==> config.mk <==
export PLATFORM = sky130hd
export DESIGN_NAME = uart_tx_arbiter
export DESIGN_NICKNAME = d
export VERILOG_FILES = /design/src/rtl/uart_arb_pkg.sv /design/src/rtl/uart_tx_arbiter_rr_pick.sv /design/src/rtl/uart_tx_arbiter.sv
export SDC_FILE = /design/constraint.sdc
export NUM_CORES = 1
export LEC_CHECK = 0
export CAP_MARGIN = 20
export CELL_PAD_IN_SITES_DETAIL_PLACEMENT = 0
export CELL_PAD_IN_SITES_GLOBAL_PLACEMENT = 1
export CORE_MARGIN = 4
export CORE_UTILIZATION = 48
export DETAILED_ROUTE_END_ITERATION = 10
export DONT_BUFFER_PORTS = 1
export PLACE_DENSITY = 0.88
export REMOVE_ABC_BUFFERS = 1
export SLEW_MARGIN = 15
export SYNTH_ARGS = -nofsm -noshare
export SYNTH_HDL_FRONTEND = slang
export SYNTH_SLANG_ARGS = --single-unit
==> constraint.sdc <==
create_clock -name clk -period 7.3 [get_ports clk]
set_clock_uncertainty 0.2 [all_clocks]
set_input_delay 1.46 -clock clk [delete_from_list [all_inputs] [get_ports clk]]
set_output_delay 1.46 -clock clk [all_outputs]
set_load 0.01 [all_outputs]
==> src/rtl/uart_arb_pkg.sv <==
// Shared types and constants for the UART transmit-port arbiter.
package uart_arb_pkg;

    typedef enum logic [1:0] {
        IDLE     = 2'd0,
        WAIT_ACK = 2'd1,
        HOLD     = 2'd2
    } arb_state_e;

    localparam logic [7:0] DEF_EOL_CHAR = 8'h0A;
    localparam int         OWNER_W      = 3;

endpackage

==> src/rtl/uart_tx_arbiter_rr_pick.sv <==
// Combinational round-robin picker: first pending index after i_last, wrapping
// modulo N. Kept standalone so other arbiters can reuse it.
module rr_pick #(
    parameter int N     = 3,
    parameter int IDX_W = 3
) (
    input  logic [N-1:0]     i_pend,
    input  logic [IDX_W-1:0] i_last,
    output logic             o_valid,
    output logic [IDX_W-1:0] o_pick
);

    // Scan offsets from farthest to nearest so the nearest pending source wins.
    always_comb begin
        o_valid = 1'b0;
        o_pick  = '0;
        for (int k = N; k >= 1; k--) begin
            for (int j = 0; j < N; j++) begin
                if ((j == ((int'(i_last) + k) % N)) && i_pend[j]) begin
                    o_valid = 1'b1;
                    o_pick  = IDX_W'(j);
                end else begin
                    o_valid = o_valid;
                end
            end
        end
    end

endmodule

==> src/rtl/uart_tx_arbiter.sv <==
// Shares the toggle-handshake UART transmit port between NUM_REQ byte sources.
// A granted source keeps the port until it sends EOL_CHAR or goes idle for
// HOLD_TIMEOUT cycles, so lines from different sources never interleave.
module uart_tx_arbiter
    import uart_arb_pkg::*;
#(
    parameter int         NUM_REQ      = 3,
    parameter logic [7:0] EOL_CHAR     = DEF_EOL_CHAR,
    parameter int         HOLD_TIMEOUT = 4096,
    parameter int         TMR_W        = 13
) (
    input  logic                   clk,
    input  logic                   reset,
    input  logic [NUM_REQ-1:0]     req,
    input  logic [8*NUM_REQ-1:0]   data,
    output logic [NUM_REQ-1:0]     ack,
    output logic [7:0]             txdata,
    output logic                   txreq,
    input  logic                   txack,
    output logic [OWNER_W-1:0]     owner,
    output logic                   locked
);

    arb_state_e         r_state;
    logic [NUM_REQ-1:0] r_ack;
    logic [7:0]         r_txdata;
    logic               r_txreq;
    logic [OWNER_W-1:0] r_owner;
    logic [OWNER_W-1:0] r_last;
    logic [TMR_W-1:0]   r_timer;
    logic               r_locked;
    logic               r_eol;

    logic [NUM_REQ-1:0] w_pend;
    logic               w_rr_valid;
    logic [OWNER_W-1:0] w_rr_pick;
    logic [OWNER_W-1:0] w_sel;
    logic [7:0]         w_sel_data;
    logic [NUM_REQ-1:0] w_sel_mask;
    logic               w_own_pend;
    logic               w_launch;

    assign w_pend = req ^ r_ack;

    rr_pick #(
        .N     (NUM_REQ),
        .IDX_W (OWNER_W)
    ) u_rr_pick (
        .i_pend  (w_pend),
        .i_last  (r_last),
        .o_valid (w_rr_valid),
        .o_pick  (w_rr_pick)
    );

    // Select the source to launch: the owner while holding, else the rr pick.
    always_comb begin
        w_sel      = (r_state == HOLD) ? r_owner : w_rr_pick;
        w_sel_data = 8'h00;
        w_sel_mask = '0;
        w_own_pend = 1'b0;
        for (int i = 0; i < NUM_REQ; i++) begin
            if (w_sel == OWNER_W'(i)) begin
                w_sel_data    = data[8*i +: 8];
                w_sel_mask[i] = 1'b1;
            end else begin
                w_sel_mask[i] = 1'b0;
            end
            if (r_owner == OWNER_W'(i)) begin
                w_own_pend = w_pend[i];
            end else begin
                w_own_pend = w_own_pend;
            end
        end
        if (r_state == IDLE) begin
            w_launch = w_rr_valid;
        end else if (r_state == HOLD) begin
            w_launch = w_own_pend;
        end else begin
            w_launch = 1'b0;
        end
    end

    // Grant FSM: launch bytes, wait for UART completion, hold or release the grant.
    always_ff @(posedge clk) begin
        if (reset) begin
            r_ack    <= req;
            r_txreq  <= txack;
            r_txdata <= 8'h00;
            r_owner  <= '0;
            r_last   <= OWNER_W'(NUM_REQ - 1);
            r_timer  <= '0;
            r_state  <= IDLE;
            r_locked <= 1'b0;
            r_eol    <= 1'b0;
        end else if (w_launch) begin
            // A launch beats a coinciding hold timeout.
            r_owner  <= w_sel;
            r_txdata <= w_sel_data;
            r_txreq  <= ~txack;
            r_ack    <= (r_ack & ~w_sel_mask) | (req & w_sel_mask);
            r_eol    <= (w_sel_data == EOL_CHAR);
            r_timer  <= '0;
            r_state  <= WAIT_ACK;
            r_locked <= 1'b1;
        end else begin
            case (r_state)
                WAIT_ACK: begin
                    // No timeout here: a full UART FIFO may stall us indefinitely.
                    if (txack == r_txreq) begin
                        if (r_eol || (HOLD_TIMEOUT == 0)) begin
                            r_last   <= r_owner;
                            r_state  <= IDLE;
                            r_locked <= 1'b0;
                        end else begin
                            r_timer  <= '0;
                            r_state  <= HOLD;
                            r_locked <= 1'b1;
                        end
                    end else begin
                        r_state <= WAIT_ACK;
                    end
                end
                HOLD: begin
                    // Timer stops at its release value rather than wrapping.
                    if (r_timer == TMR_W'(HOLD_TIMEOUT - 1)) begin
                        r_last   <= r_owner;
                        r_state  <= IDLE;
                        r_locked <= 1'b0;
                    end else begin
                        r_timer <= r_timer + TMR_W'(1);
                    end
                end
                IDLE: begin
                    r_state  <= IDLE;
                    r_locked <= 1'b0;
                end
                default: begin
                    r_state  <= IDLE;
                    r_locked <= 1'b0;
                end
            endcase
        end
    end

    assign ack    = r_ack;
    assign txdata = r_txdata;
    assign txreq  = r_txreq;
    assign owner  = r_owner;
    assign locked = r_locked;

endmodule

==> impl_results.md, run 1 <==
- Avg WL per Cell: roughly 16 um
- Antenna violations before repair: 0
- Highest clock rate: between 150 and 200 MHz
- Tightest Hold Check Type: flip-flop to flip-flop
- Htree depth: 2
- Maxcap violations: 0
- Final non-filler cell total: between 500 and 600
- WL final: about 8.4 mm
- Std-Cell Rows: 30
- WHS Path Cells: 2
- Synth top area share: a little under a fifth
- Met1 Track Usage GR: about a quarter
- Synth Register Bits: 35
- Gpl congestion: around 0.85
- Startpoint types: flip-flop
- Synth unique cells: roughly 80
- Chip width: ~92 um
- Worst-path clk slew: 0.07 ns
- Slew headroom: 58.5%
- Post-Synth Adder-Cell Area: under 10%
- Area fraction in and, or, nand and nor cells after synthesis: 23.7%
- Largest family of logic cells by synthesized area: compound AO/OA/AOI/OAI gates
- Placed insts: 518
- Final setup viols: 0
- Worst EP arrival: 6.28 ns
- Cell Area, Synth: between 0.003 and 0.004 mm^2
- Cts hold-fix bufs: 0
- Static leakage: between 1 and 1.5 nW
- Input/output buffers: 0
- Grt met3 use: 3.25%
- FF-to-FF path depth: 19
- Synth area leaders: dfxtp_1, ha_1, nor2_1
- Crit path kind: flip-flop to flip-flop
- Slowest stage delay, CP: approximately 0.63 ns
- Clk_lat worst skew: between 0.2 and 0.3 ns
- Vias/cell: 6.10
- Resized Gates After CTS: 0
- Starting density of the core: about half
- Layout cells sized above 1: 8.14%
- Ys Warns: 0
- Area leader, netlist: dfxtp_1
- Die Area: 0.00853 mm^2
- RR Endpoint: r_eol
- TritonCTS clock tree: built
- Number of synthesized flops with an enable pin: 4
- Slew Viols, Final: 0
- PD cells: about 180 mW/mm^2
- Mux share of post-synthesis cell area: about 2.4%
- RSZ-0062 raised after global routing: false
- Worst Hold End: r_timer[12]
- CTS Buf Count: 5
- Final Critical Period: roughly 6.3 ns
- First-pass GRT wire length: around 14 mm
- Pin count of the biggest net entering global routing: 25
- Busiest layer in global routing: met2
- Initial drt markers: ~230
- Critical path endpoint category: flip-flop
- M2 GR Usage: 34.6%
- Most common cell in the synthesized netlist: nor2_1
- N_diodes: 0
- Core footprint: around 0.0069 mm^2
- Slowest CP cell: dfxtp_1
- Status: finished, final reports clean
- Residual DRC: 0
- Most frequent cells after synthesis: nor2_1, nand2_1, dfxtp_1, ha_1
- Filler cells: between 600 and 700
- Seq/Total Area, Yosys: about 22%
- Reg-to-Reg Start: r_last[2]
- Ys async rst share: 0%
- Worst hold start: r_timer[12]
- Area grow syn2layout: 3.74%
- Crit path top cell by count: ha_1
- Max IR drop VDD: between 0.15 and 0.2 mV
- Tcrit/Tclk final: around 86%
- Clk buf depth: 2
- Clk root buf: clkbuf_8
- Synth Area in XOR/XNOR: 6.34%
- Nets: 482
- Worst Tran Pin Value: 0.614 ns
- Syn_area_per_cell: about 7.7 um^2
- Crit-path cells: ha_1 > and2_1 > nor2_1 > ha_1 > ha_1 > a21o_4 > nor2_1 > xnor2_1 > ha_1 > nor3_1 > o32a_1 > a221oi_1 > o211ai_1 > a311oi_1 > a211o_1 > o221a_2 > a32oi_1 > or4_1 > o21ai_1
- Height of the die: 92.4 um
- Primary FF master, synth: dfxtp_1
- Setup Buffers After CTS: 0
- Synthesized instance count: 441
- Hpwl dp: about 6.5 mm
- Final Hold Viols: 0
- Grt ovf: 0
- Gr usage total: a little under 20%
- TritonCTS Sinks: 35
- Vias post-DR: between 3,000 and 4,000
- Drt first pass iters: 4
- Crit Path Max Fanout: 17
- Vias in the first global route: around 3,100
- Compound-gate portion of the synthesized area: 31.9%
- # IOs: between 40 and 50
- Post-route antenna net violation count: 0
- FF-to-FF setup slack: 1.05 ns
- Req. time, crit path: approximately 7.3 ns
- Sum of negative setup slack: 0 ns
## cells by family (layout without fill, tap and decap cells)
group,Yosys count,count (layout)
AND/OR/NAND/NOR,165,165
multiplexers,8,8
XOR/XNOR,23,23
flip-flops,35,35
adder cells (fa/ha/maj),23,23
buffers and inverters,44,33
AO/OA/AOI/OAI,143,143
## layer usage
metal | vias up | wire length, um
li1 | 1627 | -
met2 | 60 | 4050
met1 | 1510 | 3840
met4 | 0 | 124
met5 | - | 0
met3 | 11 | 344
## worst max-delay path by stage
| stage | startpoint | end | slack [ns] | cells past startpoint |
|---|---|---|---|---|
| 2_1_floorplan | r_last[0] | r_eol | 1.87 | 19 |
| 3_3_place_gp | r_last[2] | r_eol | 1.31 | 19 |
| 3_5_place_dp | r_last[2] | r_eol | 1.22 | 19 |
| 4_1_cts | r_last[2] | r_eol | 1.18 | 19 |
| 5_1_grt | r_last[2] | r_eol | 0.68 | 19 |
| 6_report | r_last[2] | r_eol | 1.05 | 19 |
## report_power, final
group	leakage (nW)	internal [W]	total [W]	switching (W)
clock network	0.0484	0.0000773	0.000148	0.0000703
registers	0.293	0.000223	0.000259	0.0000358
logic	0.998	0.0000817	0.000219	0.000137
## flip-flops by register name, summed over array words and instances, names as in the netlist, named ones only
signal   cells
r_eol        1
txdata       8
txreq        1
r_last       3
r_timer     13
r_state      2
owner        3
locked       1
## critical path, delay by kind of cell, from the launching register on
| family | cells | cell delay, ns |
|---|---|---|
| compound gates | 9 | 2.85 |
| simple gates | 5 | 1.11 |
| fa+ha+maj | 4 | 1.24 |
| xor+xnor | 1 | 0.14 |
| flops | 1 | 0.63 |
## placed cells by master (no fill, tap or decap), drive strengths merged, types with 6 or more instances in the layout
cell,instances
nor2,53
nand2,34
dfxtp,31
ha,23
inv,22
a21oi,22
o21ai,22
xor2,14
nor3,13
nand3,11
xnor2,9
nand2b,8
nand4,8
and3,8
a31oi,7
o21a,7
o211ai,7
a21o,7
clkbuf,7
a311oi,6
o22ai,6
mux2i,6
a211oi,6
or3,6
or2,6
## metrics by stage
step | power (W) | hold WS (ns) | util [%] | worst slack [ns] | instance area [um^2]
floorplan | 0.000427 | 0.239 | - | 1.87 | 3310
global placement | 0.000479 | 0.263 | 50.2 | 1.31 | 3450
detailed placement | 0.000482 | 0.266 | 50.2 | 1.22 | 3450
CTS | 0.000630 | 0.280 | 51.6 | 1.18 | 3540
global route | 0.000670 | 0.309 | 51.6 | 0.677 | 3540
finish | 0.000626 | 0.275 | 51.6 | 1.05 | 3540
## final cells by class
| type | instances | area, um^2 | share of cell area (%) |
|---|---|---|---|
| repair buffers | 2 | 15.0 | 0.424 |
| clock inverters | 1 | 8.76 | 0.247 |
| multi-input cells | 362 | 2490 | 70.2 |
| flip-flops and latches | 35 | 741 | 20.9 |
| clock buffers | 7 | 86.3 | 2.44 |
| inverters | 23 | 86.3 | 2.44 |
| well taps | 96 | 120 | 3.39 |
Note: power is estimated with default switching activity, not from simulation.
==> inputs of run 2 (changes only) <==
--- a/config.mk
+++ b/config.mk
@@ -9,12 +9,13 @@
 export CELL_PAD_IN_SITES_DETAIL_PLACEMENT = 0
 export CELL_PAD_IN_SITES_GLOBAL_PLACEMENT = 1
 export CORE_MARGIN = 4
-export CORE_UTILIZATION = 48
+export CORE_UTILIZATION = 43
 export DETAILED_ROUTE_END_ITERATION = 10
 export DONT_BUFFER_PORTS = 1
-export PLACE_DENSITY = 0.88
+export PLACE_DENSITY = 0.84
 export REMOVE_ABC_BUFFERS = 1
 export SLEW_MARGIN = 15
 export SYNTH_ARGS = -nofsm -noshare
 export SYNTH_HDL_FRONTEND = slang
 export SYNTH_SLANG_ARGS = --single-unit
+export TNS_END_PERCENT = 1
==> constraint.sdc (replaced) <==
create_clock -name clk -period 5.05 [get_ports clk]
set_clock_uncertainty 0.2 [all_clocks]
set_input_delay 1.01 -clock clk [delete_from_list [all_inputs] [get_ports clk]]
set_output_delay 1.01 -clock clk [all_outputs]
set_load 0.01 [all_outputs]
==> run 2 against run 1 <==
  * Power up 74%
  * Die area up 11%
  * Maximum frequency is 28% higher
  * Sequential cell count did not move
  * Register-to-register slack got worse by 0.88 ns
  * Setup slack worse by 0.88 ns
  * Global-route usage is 1.3 points lower
  * Via count increased by 7.4%
  * Core utilization increased by 2.5 points
  * Sequential share of layout area fell by 3.1 points
  * Critical endpoint unchanged
  * Largest cell class unchanged
==> impl_results.md, run 2 (synthesis gave the netlist of run 1 again) <==
- Status: finished, final reports clean
- Gpl congestion: 0.962 (+13%)
- FF-to-FF path depth: 18 (-1)
- RR Endpoint: r_eol
- Tightest Hold Check Type: flip-flop to flip-flop
- Crit Path Max Fanout: 9 (-8)
- Clk_lat worst skew: 0.29 ns (about the same)
- Clk root buf: clkbuf_8
- Final Hold Viols: 0 (unchanged)
- Nets: 527 (+9.3%)
- Reg with most FFs: r_timer
- Vias post-DR: 3,444 (+7.4%)
- Hpwl dp: 7.01 mm (+7.1%)
- Crit path kind: flip-flop to flip-flop
- Std-Cell Rows: 32 (+6.7%)
- Drt first pass iters: 4 (unchanged)
- Height of the die: 97.1 um (+5.2%)
- Vias in the first global route: 3,321 (+8.8%)
- Avg WL per Cell: 16.2 um (+1.9%)
- Final Critical Period: 4.89 ns (-1.37 ns)
- Req. time, crit path: 5.07 ns (-2.26 ns)
- N_diodes: 0 (unchanged)
- Worst-path clk slew: 0.07 ns (about the same)
- Slew headroom: 51.5% (-7.1 points)
- Grt ovf: 0 (unchanged)
- Crit path top cell by count: ha_2
- Vias/cell: 5.97 (-2.1%)
- Htree depth: 2 (unchanged)
- Clock Power Share: 27.8% (+4.2 points)
- WL final: 9.35 mm (+12%)
- Post-route cell area: 0.00418 mm^2 (+18%)
- PD cells: 261 mW/mm^2 (+48%)
- Final setup viols: 0 (unchanged)
- CP bufs+invs: 2 (+2)
- Area after DPL: 0.00373 mm^2 (+8.3%)
- Tcrit/Tclk final: 96.7% (+11 points)
- Chip width: 97.1 um (+5.2%)
- Antenna violations before repair: 0 (unchanged)
- Residual DRC: 0 (unchanged)
- # IOs: 46 (unchanged)
- Highest clock rate: 205 MHz (+28%)
- Gr usage total: 18.6% (-1.3 points)
- Leading cell type in the layout, fill and taps excluded: nor2_1
- WHS Path Cells: 2 (unchanged)
- Input/output buffers: 0 (unchanged)
- Gate power share: 38.0% (+3.0 points)
- Slowest stage delay, CP: 0.44 ns (-0.19 ns)
- Initial drt markers: 225 (-0.88%)
- Post-route antenna net violation count: 0 (unchanged)
- Reg-to-Reg Start: r_last[1]
- Crit-path leading delay family: compound AO/OA/AOI/OAI gates
- Layout cells sized above 1: 24.4% (+16 points)
- Startpoint types: flip-flop
- Worst Tran Pin Value: 0.727 ns (+0.113 ns)
- Slew Viols, Final: 0 (unchanged)
- Worst Hold End: r_eol
- Max IR drop VDD: 0.259 mV (+35%)
- Starting density of the core: 44.2% (-5.5 points)
- Crit-path cells: buf_4 > ha_2 > or3b_4 > a21o_1 > xnor2_2 > inv_2 > ha_2 > ha_2 > or3_1 > o21ai_0 > o2bb2ai_2 > or3_4 > o2bb2ai_1 > o221ai_2 > a221oi_4 > a32oi_2 > or4_1 > o21ai_1
- Part of the power in registers: 34.2% (-7.2 points)
- Die Area: 0.00943 mm^2 (+11%)
- Psw: 0.000387 W (+59%)
- Core footprint: 0.00773 mm^2 (+12%)
- Maxcap violations: 0 (unchanged)
- FF-to-FF setup slack: 0.16 ns (-0.88 ns)
- Worst EP arrival: 4.91 ns (-1.37 ns)
- Clk buf depth: 2 (unchanged)
- Worst hold start: r_eol
- CTS Buf Count: 5 (unchanged)
- First-pass GRT wire length: 15.2 mm (+7.1%)
- Static leakage: 1.60 nW (+20%)
- TritonCTS Sinks: 35 (unchanged)
- Cts hold-fix bufs: 0 (unchanged)
- Sum of negative setup slack: 0 ns (unchanged)
- Pin count of the biggest net entering global routing: 29 (+16%)
- Area grow syn2layout: 22.3%
- TritonCTS clock tree: built
- Slowest CP cell: or3_4
- Critical path endpoint category: flip-flop
- Most frequent cells in the layout: nor2_1, buf_4, nand2_1
- Net switching share of the total power: 35.4% (-3.5 points)
- Max reg flops: 13 (unchanged)
- Internal Power: 0.000704 W (+84%)
run 2: cell count changes in the layout (fill, tap and decap cells not counted), sizes merged:
cell / change
bufinv: +2
buf: +45
clkinv: -1
clkbuf: -2
inv: +1
run 2: worst max path at each step:
stage,startpoint,end,slack [ns],cells past startpoint
global route,r_last[1],r_eol,-0.06,18
detailed placement,r_last[1],r_eol,-0.14,18
floorplan,r_last[0],r_eol,-0.38,19
finish,r_last[1],r_eol,0.16,18
global placement,r_last[1],r_eol,-0.11,19
CTS,r_last[1],r_eol,0.02,19
run 2: timing repair:
| item | CTS | global route |
|---|---|---|
| buffers inserted | 0 | 8 |
| gates resized for setup | 2 | 47 |
| cloned | 0 | 0 |
| setup endpoints to repair | 1 | 21 |
| pin swaps | 0 | 16 |
run 2: cell type report:
class / count / area (um^2)
flip-flops and latches: 35 / 744
inverters: 23 / 86.3
fillers: 719 / 3550
repair buffers: 47 / 368
multi-input cells: 362 / 2720
well taps: 102 / 128
clock buffers: 5 / 68.8
clock inverters: 3 / 66.3
run 2: power groups by stage:
| stage | combinational (W) | clock (W) | sequential [W] |
|---|---|---|---|
| 2_1_floorplan | 0.000248 | 0 | 0.000369 |
| 3_3_place_gp | 0.000350 | 0 | 0.000380 |
| 3_5_place_dp | 0.000355 | 0 | 0.000380 |
| 4_1_cts | 0.000359 | 0.000309 | 0.000374 |
| 5_1_grt | 0.000458 | 0.000323 | 0.000379 |
| 6_report | 0.000414 | 0.000303 | 0.000373 |
run 2: routing by layer:
layer | wire (um) | share of wire [%] | GRT usage [%]
met1 | 4200 | 45 | 24.3
met2 | 4490 | 48 | 30.7
met3 | 387 | 4.1 | 3.30
met4 | 270 | 2.9 | 6.59
met5 | 0 | 0 | 0
run 2: worst reg2reg max path, stage by stage, from the launching register on:
cell and delay [ns]:
dfxtp_2 0.35, buf_4 0.17, ha_2 0.22, or3b_4 0.40, a21o_1 0.20, xnor2_2 0.24
inv_2 0.08, ha_2 0.20, ha_2 0.22, or3_1 0.32, o21ai_0 0.11, o2bb2ai_2 0.16
or3_4 0.44, o2bb2ai_1 0.21, o221ai_2 0.17, a221oi_4 0.42, a32oi_2 0.18, or4_1 0.41
o21ai_1 0.13
run 2: per-stage QoR:
| stage | hold WS (ns) | utilization, % | power (W) | instances | worst slack (ns) |
|---|---|---|---|---|---|
| 6_report | 0.285 | 54.0 | 0.00109 | 577 | 0.165 |
| 5_1_grt | 0.323 | 54.0 | 0.00116 | 577 | -0.0622 |
| 4_1_cts | 0.288 | 50.2 | 0.00104 | 569 | 0.0201 |
| 3_5_place_dp | 0.275 | 48.3 | 0.000735 | 561 | -0.140 |
| 3_3_place_gp | 0.260 | 48.3 | 0.000729 | 561 | -0.105 |
| 2_1_floorplan | 0.239 | - | 0.000617 | 420 | -0.378 |
